`src/rtl/data_ram_arbiter_pkg.sv`:
```
// Shared types and constants for the data RAM arbiter.
package data_ram_arbiter_pkg;

  typedef enum logic [1:0] {
    IDLE    = 2'd0,
    ACCESS  = 2'd1,
    CAPTURE = 2'd2,
    CLEAR   = 2'd3
  } arb_state_e;

  localparam logic PORT_CPU = 1'b0;
  localparam logic PORT_LDR = 1'b1;

  function automatic logic other_port(input logic p);
    return ~p;
  endfunction

endpackage

```
`src/rtl/data_ram_arbiter_rr_arb2.sv`:
```
// Combinational two-way pick: round-robin against last_gnt, or fixed port-0 priority.
module data_ram_arbiter_rr_arb2
  import data_ram_arbiter_pkg::*;
(
  input  logic req0,
  input  logic req1,
  input  logic last_gnt,
  input  logic prio_fixed,
  output logic sel,
  output logic valid
);

  always_comb begin
    valid = req0 | req1;
    sel   = PORT_CPU;
    if (req0 && req1) begin
      sel = prio_fixed ? PORT_CPU : other_port(last_gnt);
    end else if (req1) begin
      sel = PORT_LDR;
    end
  end

endmodule

```
`src/rtl/data_ram_arbiter.sv`:
```
// Shares the single data RAM port between the CPU (port 0) and the loader (port 1),
// sequences reads/writes/whole-RAM clear, and returns read data with a valid pulse.
//
// state   | meaning
// IDLE    | RAM disabled, arbitrating every cycle
// ACCESS  | RAM performing the granted op; writes re-arbitrate here
// CAPTURE | registered RAM dataout is valid; sample it, pulse rvld, arbitrate
// CLEAR   | RAM clear strobe was issued last edge; pulse clr_done, arbitrate
module data_ram_arbiter
  import data_ram_arbiter_pkg::*;
#(
  parameter int unsigned A          = 8,
  parameter int unsigned W          = 8,
  parameter int unsigned PRIO_FIXED = 0
) (
  input  logic         clk,
  input  logic         clear,
  input  logic         req0,
  input  logic         req1,
  input  logic         we0,
  input  logic         we1,
  input  logic [A-1:0] addr0,
  input  logic [A-1:0] addr1,
  input  logic [W-1:0] wdat0,
  input  logic [W-1:0] wdat1,
  output logic         gnt0,
  output logic         gnt1,
  output logic         rvld0,
  output logic         rvld1,
  output logic         wack0,
  output logic         wack1,
  output logic [W-1:0] rdata,
  input  logic         clr_req,
  output logic         clr_done,
  output logic         ram_en,
  output logic         ram_rd,
  output logic         ram_wr,
  output logic         ram_clr_n,
  output logic [A-1:0] ram_addr,
  output logic [W-1:0] ram_din,
  input  logic [W-1:0] ram_dout
);

  arb_state_e   state_q, state_d;
  logic         port_q, port_d;
  logic         last_gnt_q, last_gnt_d;
  logic         arb_ok;
  logic         arb_sel, arb_valid;

  logic         gnt0_d, gnt1_d, rvld0_d, rvld1_d, wack0_d, wack1_d, clr_done_d;
  logic         ram_en_d, ram_rd_d, ram_wr_d, ram_clr_n_d;
  logic [A-1:0] ram_addr_d;
  logic [W-1:0] ram_din_d, rdata_d;

  data_ram_arbiter_rr_arb2 u_arb (
    .req0       (req0),
    .req1       (req1),
    .last_gnt   (last_gnt_q),
    .prio_fixed (PRIO_FIXED != 0),
    .sel        (arb_sel),
    .valid      (arb_valid)
  );

  always_comb begin
    state_d     = state_q;
    port_d      = port_q;
    last_gnt_d  = last_gnt_q;
    gnt0_d      = 1'b0;
    gnt1_d      = 1'b0;
    rvld0_d     = 1'b0;
    rvld1_d     = 1'b0;
    wack0_d     = 1'b0;
    wack1_d     = 1'b0;
    clr_done_d  = 1'b0;
    ram_en_d    = 1'b0;
    ram_rd_d    = 1'b0;
    ram_wr_d    = 1'b0;
    ram_clr_n_d = 1'b1;
    ram_addr_d  = ram_addr;
    ram_din_d   = ram_din;
    rdata_d     = rdata;
    arb_ok      = 1'b0;

    case (state_q)
      IDLE: arb_ok = 1'b1;
      ACCESS: begin
        // ram_wr still holds the granted op's direction during ACCESS
        if (ram_wr) begin
          if (port_q == PORT_CPU) wack0_d = 1'b1;
          else                    wack1_d = 1'b1;
          arb_ok = 1'b1;
        end else begin
          state_d = CAPTURE;
        end
      end
      CAPTURE: begin
        rdata_d = ram_dout;
        if (port_q == PORT_CPU) rvld0_d = 1'b1;
        else                    rvld1_d = 1'b1;
        arb_ok = 1'b1;
      end
      CLEAR: begin
        clr_done_d = 1'b1;
        arb_ok     = 1'b1;
      end
      default: state_d = IDLE;
    endcase

    if (arb_ok) begin
      if (clr_req) begin
        state_d     = CLEAR;
        ram_clr_n_d = 1'b0;
      end else if (arb_valid) begin
        state_d    = ACCESS;
        port_d     = arb_sel;
        last_gnt_d = arb_sel;
        ram_en_d   = 1'b1;
        if (arb_sel == PORT_CPU) begin
          gnt0_d     = 1'b1;
          ram_addr_d = addr0;
          ram_din_d  = wdat0;
          ram_wr_d   = we0;
          ram_rd_d   = ~we0;
        end else begin
          gnt1_d     = 1'b1;
          ram_addr_d = addr1;
          ram_din_d  = wdat1;
          ram_wr_d   = we1;
          ram_rd_d   = ~we1;
        end
      end else begin
        state_d = IDLE;
      end
    end
  end

  always_ff @(posedge clk or negedge clear) begin
    if (!clear) begin
      state_q    <= IDLE;
      port_q     <= PORT_CPU;
      last_gnt_q <= PORT_LDR;
      gnt0       <= 1'b0;
      gnt1       <= 1'b0;
      rvld0      <= 1'b0;
      rvld1      <= 1'b0;
      wack0      <= 1'b0;
      wack1      <= 1'b0;
      clr_done   <= 1'b0;
      ram_en     <= 1'b0;
      ram_rd     <= 1'b0;
      ram_wr     <= 1'b0;
      ram_clr_n  <= 1'b1;
      ram_addr   <= '0;
      ram_din    <= '0;
      rdata      <= '0;
    end else begin
      state_q    <= state_d;
      port_q     <= port_d;
      last_gnt_q <= last_gnt_d;
      gnt0       <= gnt0_d;
      gnt1       <= gnt1_d;
      rvld0      <= rvld0_d;
      rvld1      <= rvld1_d;
      wack0      <= wack0_d;
      wack1      <= wack1_d;
      clr_done   <= clr_done_d;
      ram_en     <= ram_en_d;
      ram_rd     <= ram_rd_d;
      ram_wr     <= ram_wr_d;
      ram_clr_n  <= ram_clr_n_d;
      ram_addr   <= ram_addr_d;
      ram_din    <= ram_din_d;
      rdata      <= rdata_d;
    end
  end

endmodule

```
`config.mk`:
```
export PLATFORM = sky130hd
export DESIGN_NAME = data_ram_arbiter
export DESIGN_NICKNAME = d
export VERILOG_FILES = /design/src/rtl/data_ram_arbiter_pkg.sv /design/src/rtl/data_ram_arbiter_rr_arb2.sv /design/src/rtl/data_ram_arbiter.sv
export SDC_FILE = /design/constraint.sdc
export NUM_CORES = 1
export LEC_CHECK = 0
export CAP_MARGIN = 10
export CORE_MARGIN = 2
export CORE_UTILIZATION = 28
export CTS_CLUSTER_SIZE = 30
export DETAILED_ROUTE_END_ITERATION = 16
export PLACE_DENSITY = 0.61
export SYNTH_ARGS = -nofsm -noshare
export SYNTH_HDL_FRONTEND = slang
export SYNTH_SLANG_ARGS = --single-unit
```
`constraint.sdc`:
```
create_clock -name clk -period 2.1 [get_ports clk]
set_input_delay 0.315 -clock clk [delete_from_list [all_inputs] [get_ports clk]]
set_output_delay 0.315 -clock clk [all_outputs]
set_load 0.02 [all_outputs]
```
* After elaboration in Yosys (flattened, before gate mapping)
Index checks and enable logic that the tools add are counted.
Word-level totals: bits of input ports 47, register bits after elaboration 39
Cells by class: muxes and demuxes 41, reduce and logical (&&, ||, !) cells 6, eq/ne operators 4, bitwise operators 5
Operator list (count):
- 1-bit 2-to-1 mux | 34
- 8-bit 2-to-1 mux | 2
- 2-bit 2-to-1 mux | 4
- 2-bit equality test (second input constant) | 2
- 1-bit inverter | 4
- 3-bit AND reduction | 1
- 3-bit OR reduction | 1
- 2-bit by 1-bit equality test with 1-bit output (second input constant) | 1
- 2-bit logical NOT | 1
- 2-bit by 1-bit != test with 1-bit output (second input constant) | 1
- 1-bit case mux with 2 select lines | 1
- 2-bit AND reduction | 1
- 2-bit nonzero test | 1
- 1-bit logical AND | 1
- 1-bit OR | 1

* Depth between registers and ports, before layout
Gate-level depths: netlist of the first run.
depth after elaboration 6, mapped depth 5, depth with buffers taken out 4

* Hierarchy
A second synthesis of the first run with hierarchy kept.
Second synthesis, totals: cells, all modules 109, area total of the unflattened synthesis 1649.1 um^2
Modules (own cells, without submodules):
- data_ram_arbiter | area an instance 1631.6 um^2, times used 1, cells each 106
- data_ram_arbiter_rr_arb2 | area an instance 17.5 um^2, times used 1, cells each 3

* Least setup slack after synthesis of the first run
No wires, ideal clock.
path kind register -> register, from register ram_wr, to register ram_addr[5], stages on the path, launching flop included 6, period minus slack after synthesis 1.638 ns, path slack 0.462 ns, data arrival time 1.512 ns, path through dfrtp_1 nor3b_4 or3_4 inv_8 buf_12 mux2_4
On the way: word-level cells in the longest chain between the ends 3
Ends and longest elaborated chain:
- start, declared | RTL line data_ram_arbiter.sv:37 | output logic ram_wr,
- start signal, assigned | RTL line data_ram_arbiter.sv:169 | ram_wr <= ram_wr_d;
- 1-bit 2-to-1 mux | RTL line data_ram_arbiter.sv:88 | if (ram_wr) begin
- 1-bit case mux with 2 select lines | RTL line data_ram_arbiter.sv:84 | case (state_q)
- 3-bit AND reduction (no source line)
- end signal, assigned | RTL line data_ram_arbiter.sv:171 | ram_addr <= ram_addr_d;
- end, declared | RTL line data_ram_arbiter.sv:39 | output logic [A-1:0] ram_addr,
No other way between the ends. A chain may end at the register's enable or synchronous reset.

* Worst setup path in the final report of the first run
from register ram_clr_n, to output port ram_clr_n
RTL lines:
- start, declared | RTL line data_ram_arbiter.sv:38 | output logic ram_clr_n,
- start signal, assigned | RTL line data_ram_arbiter.sv:170 | ram_clr_n <= ram_clr_n_d;
No word-level cell between the ends.

==> results of run 1 <==
==> report_power, final <==
part / internal, mW / total, mW / switching (mW)
sequential: 0.923 / 1.01 / 0.0893
clock: 0.265 / 0.512 / 0.247
combinational: 0.540 / 0.930 / 0.389
==> synthesized netlist by cell type, drive strengths merged <==
cell type | n | area [um^2]
mux2i | 1 | 10.0
nor3 | 1 | 5.00
inv | 5 | 26.3
nand2b | 1 | 6.26
a22o | 1 | 8.76
o31ai | 1 | 7.51
or2b | 1 | 7.51
nor3b | 1 | 18.8
and3 | 2 | 12.5
or3 | 1 | 11.3
dfrtp | 37 | 926
and2 | 3 | 20.0
mux2 | 40 | 480
o41ai | 1 | 8.76
nor2 | 7 | 26.3
buf | 4 | 35.0
a21boi | 1 | 7.51
dfstp | 2 | 52.6
and2b | 1 | 7.51
==> final cells by class <==
cell class,count,area [um^2]
flip-flops and latches,39,978
fillers,564,3160
repair buffers,86,858
well taps,75,93.8
clock inverters,1,5.00
clock buffers,7,86.3
multi-input cells,63,642
inverters,5,26.3
==> flip-flops by register name (all words and copies together), names as in the netlist, 2 cells and up <==
signal    cells
state_q       2
ram_addr      8
rdata         8
ram_din       8
==> stage by stage <==
step | instance area [um^2] | cells | hold slack (ps) | total power [mW] | setup WS, ps
detailed placement | 2590 | 267 | 316 | 1.97 | 116
finish | 2690 | 276 | 494 | 2.45 | 386
floorplan | 1680 | 111 | 19.4 | 1.50 | 462
CTS | 2690 | 276 | 499 | 2.50 | 366
global placement | 2590 | 267 | 316 | 1.96 | 147
global route | 2690 | 276 | 530 | 2.61 | 342
==> logic make-up (layout without fill, tap and decap cells) <==
logic type	Yosys count	in the layout	share of synthesized area [%]
AOI/OAI and AO/OA	4	4	1.94
buffers and inverters	9	99	3.65
DFF	39	39	58.3
muxes	41	41	29.2
and+or+nand+nor	18	18	6.86
==> cell usage in the layout, fill, tap and decap left out, drive strengths merged <==
| cell | netlist | final |
|---|---|---|
| buf | 4 | 5 |
| nand2b | 1 | 1 |
| dfrtp | 37 | 37 |
| clkinv | 0 | 1 |
| inv | 5 | 5 |
| nor2 | 7 | 7 |
| and2 | 3 | 3 |
| o41ai | 1 | 1 |
| or3 | 1 | 1 |
| dfstp | 2 | 2 |
| nor3 | 1 | 1 |
| mux2i | 1 | 1 |
| and3 | 2 | 2 |
| mux2 | 40 | 40 |
| nor3b | 1 | 1 |
| o31ai | 1 | 1 |
| clkbuf | 0 | 7 |
| clkdlybuf4s50 | 0 | 80 |
| or2b | 1 | 1 |
| a21boi | 1 | 1 |
| dlygate4sd3 | 0 | 1 |
| a22o | 1 | 1 |
| and2b | 1 | 1 |
==> worst paths after layout <==
path,end,depth (start not counted)
max in group asynchronous,ram_addr[0],3
min,rvld0,1
max,ram_clr_n,1
min in group asynchronous,clr_done,2
min reg2reg,rvld0,1
max reg2reg,ram_addr[3],4
==> per-layer routing <==
| layer | vias to the layer above | global-route usage [%] | share of wire, % |
|---|---|---|---|
| met3 | 7 | 3.52 | 8.2 |
| met1 | 576 | 12.8 | 39 |
| met2 | 50 | 21.8 | 51 |
| met5 | - | 0 | 0 |
| li1 | 559 | - | - |
| met4 | 0 | 5.59 | 1.8 |
==> timing repair <==
item / 4_1_cts / 5_1_grt
endpoints found under the hold margin: 1 / 0
hold buffers: 1 / 0
buffers inserted: 0 / 0
==> qor.yml, run 1 <==
routedWlPerCell_um: 13.4
viasPerCell: 4.32
critical_path_class: "reg2out"
netlist_instances: 111
insertion_delay_ps: 280
fp.dieH_um: 81.4
path_max_fanout: 1
htree_levels: 2
worst_setup_path_start_kind: "register"
holdCritStartpoint: "port_q"
grt_pass1_wl_um: 5980
final_nets: 247
avgSynthCellArea_um2: 15.1
drtIter0Drc: 49
crit_chain: "clkdlybuf4s50_1"
final-max-slew-violation-count: 0
power.leakage_nw: 1.14
drc_errors: 0
end_kind: "primary output"
antenna_found_initial: 0
first_global_vias: 1303
cp_top_family: "buffers and inverters"
max_freq_mhz: 583
clock_sinks: 39
dieArea_um2: 6630
post_cts_resized: 0
synth.distinct_cells: 23
vias: 1192
drt_pass1_iterations: 2
startpoint: "ram_clr_n"
netlist_area_um2: 1680
grt_usage_pct: 12.0
ios: 82
yosys_warnings: 0
core_area_um2: 5850
crit_slowest_cell: "clkdlybuf4s50_1"
grt_max_degree: 24
port_buffers: 81
setup_viol: 0
powerDensity_nw_per_um2: 913
path_clk_slew_ps: 70
final.min_clock_period_ps: 1710
drv.max_cap_violation_count: 0
worstPathRequired_ps: 1780
clockRootBuffer: "clkbuf_8"
rsz0062_at_grt: "false"
hpwl_um: 2800
r2r-start: "state_q[0]"
hold_class: "reg2reg"
die_width_um: 81.4
clockBufferDepth: 2
layout-drive-gt1-share_pct: 29.4
crit_path_max_incr_delay_ps: 600
hold_violations: 0
cp_num_buf_inv: 1
run_status: "completed"
start_util_pct: 28.7
timing.setup.tns_ps: 0
worstPathArrival_ps: 1400
ys_seq_elements: 39
overflow: 0
post-route-period-util_pct: 81.6
tightest_slew_ps: 497
cts_buffers: 5
ant_nets: 0
antenna_cells: 0
final_util_pct: 46.0
vdd_drop_max_mv: 0.383
clock_skew_ps: 5.91
syn2layout_area_growth_pct: 60.3
gp_congestion: 0.712
cts_tree: "yes"
syn_nets: 158
wl_um: 3710
rows: 28
synth.yosys.seq_area_share_pct: 58.3
r2r_setup_slack_ps: 460
slew_headroom_pct: 66.9
(Power assumes the default switching activity.)
==> inputs of run 2 (changes only) <==
==> constraint.sdc (replaced) <==
create_clock -name clk -period 1.6 [get_ports clk]
set_input_delay 0.24 -clock clk [delete_from_list [all_inputs] [get_ports clk]]
set_output_delay 0.24 -clock clk [all_outputs]
set_load 0.02 [all_outputs]
==> qor.yml, run 2 (synthesized netlist as in run 1, its figures left out) <==
antenna_cells: 0
path_clk_slew_ps: 70
tightest_slew_ps: 475
switchingPower_mw: 0.963
rsz0062_at_grt: "true"
top_regs: "ram_addr x8, ram_din x8, rdata x8"
r2r_setup_slack_ps: 40
clockRootBuffer: "clkbuf_8"
worst_setup_path_start_kind: "primary input"
clockBufferDepth: 2
dp_cells: 273
routedWlPerCell_um: 13.0
fillers: 517
gp_congestion: 0.741
grt_usage_pct: 11.2
critical_path_class: "in2reg"
die_width_um: 81.4
cts_setup_buffers: 0
slew_headroom_pct: 68.4
grt_pass1_wl_um: 5460
wl_um: 3660
stdcell_count: 282
syn2layout_area_growth_pct: 64.8
path_max_fanout: 7
worstPathRequired_ps: 1770
mostFrequentLayoutCells: "clkdlybuf4s50_1 (79), dfrtp_1 (36), mux2_2 (32)"
pwr-share-clk_pct: 24.4
final_nets: 253
core_area_um2: 5850
end_kind: "register"
hold_class: "in2async"
cts_buffers: 5
antenna_found_initial: 0
start_util_pct: 28.7
cp_num_buf_inv: 2
powerDensity_nw_per_um2: 1230
final-max-slew-violation-count: 0
dieArea_um2: 6630
ant_nets: 0
multiInputGateArea_um2: 642
viasPerCell: 4.22
p_seq_share_pct: 39.0
finish.instance_area_um2: 2770
htree_levels: 2
setup_viol: 0
layout_commonest_cell: "clkdlybuf4s50_1"
drt_pass1_iterations: 2
drv.max_cap_violation_count: 0
worstPathArrival_ps: 1730
ios: 82
worstRegToRegCells: 4
crit_slowest_cell: "clkdlybuf4s50_1"
regArea_um2: 980
p_int_mw: 2.44
run_status: "completed"
path_depth: 5
first_global_vias: 1189
cts_tree: "yes"
post-route-period-util_pct: 97.7
drc_errors: 0
fp.dieH_um: 81.4
final.min_clock_period_ps: 1560
power_frac_comb_pct: 36.6
rows: 28
clock_sinks: 39
crit_path_max_incr_delay_ps: 490
max_freq_mhz: 640
vdd_drop_max_mv: 0.615
insertion_delay_ps: 280
power.leakage_nw: 1.18
crit_chain: "clkdlybuf4s50_1 > a21boi_2 > buf_4 > mux2_2 > mux2_4"
overflow: 0
port_buffers: 81
layout-drive-gt1-share_pct: 32.4
vias: 1191
hold_violations: 0
place_area_um2: 2640
clock_skew_ps: 6.74
drtIter0Drc: 11
grt_max_degree: 22
p_sw_share_pct: 28.3
hpwl_um: 2790
cp_top_family: "buffers and inverters"
-- run 2: cell types whose count changed in the layout (fill, tap and decap cells not counted) --
cell / previous run / this run
buf_4: 3 / 8
buf_6: 0 / 1
bufinv_16: 0 / 1
clkbuf_1: 1 / 0
clkdlybuf4s50_1: 80 / 79
dfrtp_1: 37 / 36
dfrtp_2: 0 / 1
dlygate4sd2_1: 0 / 1
-- run 2: stage by stage --
step           worst slack [ps]  setup TNS (ps)  hold slack, ps  utilization, %  power (mW)
2_1_floorplan              20.7               0           -55.6               -        1.96
3_3_place_gp               -246           -4040             222            45.0        2.59
3_5_place_dp               -261           -4120             222            45.0        2.60
4_1_cts                    23.2               0             451            47.2        3.45
5_1_grt                   -23.8           -85.5             473            47.3        3.59
6_report                   37.3               0             437            47.3        3.40
-- run 2: per-layer routing --
metal | GRT usage (%) | wire length, um | vias up
met3 | 4.84 | 286 | 6
met4 | 3.56 | 43 | 0
li1 | - | - | 571
met2 | 19.8 | 1810 | 49
met5 | 0 | 0 | -
met1 | 12.1 | 1510 | 565
-- run 2: path summary, 6_finish.rpt --
path | start | to
max | req1 | ram_din[5]
min | clear | rvld1
max reg2reg | state_q[0] | ram_addr[2]
min reg2reg | port_q | rvld0
max in group asynchronous | clear | ram_wr
min in group clk | port_q | rvld0
-- run 2: final cells by class --
cell class	count	area share [%]
inverter	5	0.950
timing repair buffer	92	32.8
clock inverter	2	1.27
tap	75	3.39
multi-input combinational	63	23.2
clock buffer	6	2.99
sequential	39	35.4
-- run 2: repair_timing --
| action | 4_1_cts | 5_1_grt |
|---|---|---|
| setup endpoints to repair | 1 | 10 |
| resized for setup | 1 | 1 |
| pin swaps | 0 | 0 |
| endpoints found under the hold margin | 16 | 0 |
| hold buffers | 1 | 0 |
-- run 2: power by group through the flow --
stage,Clock [mW],Sequential (mW),Combinational (mW)
finish,0.832,1.33,1.24
global route,0.915,1.35,1.32
CTS,0.862,1.33,1.26
detailed placement,0,1.35,1.26
global placement,0,1.34,1.25
floorplan,0,1.59,0.378
==> inputs of run 3 (changes only) <==
==> constraint.sdc (replaced) <==
create_clock -name clk -period 1.6 [get_ports clk]
set_input_delay 0.24 -clock clk [delete_from_list [all_inputs] [get_ports clk]]
set_output_delay 0.24 -clock clk [all_outputs]
set_load 0.005 [all_outputs]
==> qor.yml, run 3 (synthesized netlist as in run 1, its figures left out) <==
clockBufferDepth: 2
cp_top_family: "flip-flops"
powerDensity_nw_per_um2: 1140
insertion_delay_ps: 280
first_global_vias: 1238
routedWlPerCell_um: 13.3
worstPathRequired_ps: 1360
dp_slack_ps: -265
ant_nets: 0
end_kind: "primary output"
clock_sinks: 39
regArea_um2: 978
htree_levels: 2
grt_pass1_wl_um: 5690
r2r-start: "state_q[0]"
stdcell_count: 282
timing.setup.tns_ps: 0
holdCritStartpoint: "req1"
worst_setup_path_start_kind: "register"
final_util_pct: 48.0
drc_errors: 0
wl_met2_um: 1800
dieArea_um2: 6630
syn2layout_area_growth_pct: 67.4
fin_ws_ps: 68.7
grt_usage_pct: 11.4
multiInputGateArea_um2: 649
min_path_cells: 4
drv.max_cap_violation_count: 0
cts_tree: "yes"
place_area_um2: 2640
top_regs: "ram_addr x8, ram_din x8, rdata x8"
mostFrequentLayoutCells: "clkdlybuf4s50_1 (78), dfrtp_1 (37), mux2_2 (32)"
vias: 1183
run_status: "completed"
layout-drive-gt1-share_pct: 31.9
cts_buffers: 5
highest_layer: "met4"
final_nets: 253
layout_commonest_cell: "clkdlybuf4s50_1"
worstPathArrival_ps: 1290
drt_pass1_iterations: 4
crit_chain: "clkdlybuf4s50_1"
finish.instance_area_um2: 2810
met1_length_um: 1610
antenna_found_initial: 0
min_to: "last_gnt_q"
hold_ws_ps: 352
clock_skew_ps: 2.94
overflow: 0
die_width_um: 81.4
grt_max_degree: 25
dp_cells: 272
ios: 82
setup_viol: 0
start_util_pct: 28.7
critical_path_class: "reg2out"
slew_headroom_pct: 73.8
hold_violations: 0
vdd_drop_max_mv: 0.573
crit_path_max_incr_delay_ps: 520
power.leakage_nw: 1.22
fp.dieH_um: 81.4
post-route-period-util_pct: 95.7
rows: 28
max_freq_mhz: 653
fillers: 535
clockRootBuffer: "clkbuf_8"
cp_num_buf_inv: 1
hold_class: "in2reg"
startpoint: "ram_clr_n"
worstRegToRegCells: 4
core_area_um2: 5850
drtIter0Drc: 48
wl_um: 3740
viasPerCell: 4.20
total_power_mw: 3.19
gp_congestion: 0.730
path_max_fanout: 1
crit_slowest_cell: "dfstp_2"
reg2reg_to: "ram_addr[1]"
path_clk_slew_ps: 70
final-max-slew-violation-count: 0
tightest_slew_ps: 393
r2r_setup_slack_ps: 70
antenna_cells: 0
wl_met3_um: 311
port_buffers: 81
rsz0062_at_grt: "false"
hpwl_um: 2750
final.min_clock_period_ps: 1530
run 3: layout make-up:
type                    instances  area share (%)
repair buffers                 92            33.4
well taps                      75            3.34
clock buffers                   6            2.94
inverters                       5            1.11
flip-flops and latches         39            34.8
multi-input cells              63            23.1
clock inverters                 2            1.25
run 3: how the worst max path moves through the flow:
| stage | to | slack (ps) | depth (start not counted) |
|---|---|---|---|
| 6_report | ram_clr_n | 70 | 1 |
| 4_1_cts | ram_addr[2] | 30 | 4 |
| 5_1_grt | ram_addr[1] | 10 | 4 |
| 3_3_place_gp | ram_addr[3] | -250 | 5 |
| 3_5_place_dp | ram_addr[3] | -260 | 5 |
| 2_1_floorplan | ram_addr[5] | 20 | 5 |
run 3: tightest hold or removal path, cell delays in order:
cell            delay, ps
dlymetal6s2s_1        140
buf_4                 140
inv_1                  40
o41ai_1                70
run 3: timing repair:
| item | 4_1_cts | 5_1_grt |
|---|---|---|
| setup buffers | 0 | 0 |
| hold buffers | 1 | 0 |
| hold endpoints to repair | 13 | 0 |
| gates resized for setup | 0 | 4 |
| endpoints found under the setup margin | 0 | 15 |
run 3: metal layers:
metal / up-vias / global-route usage (%)
met5: - / 0
met4: 0 / 3.56
met3: 2 / 4.62
met2: 48 / 20.2
met1: 561 / 12.4
li1: 572 / -
run 3: power by group:
group / switching, mW / leakage [nW] / internal [mW]
combinational: 0.286 / 0.688 / 0.740
clock: 0.329 / 0.0612 / 0.504
sequential: 0.122 / 0.468 / 1.21
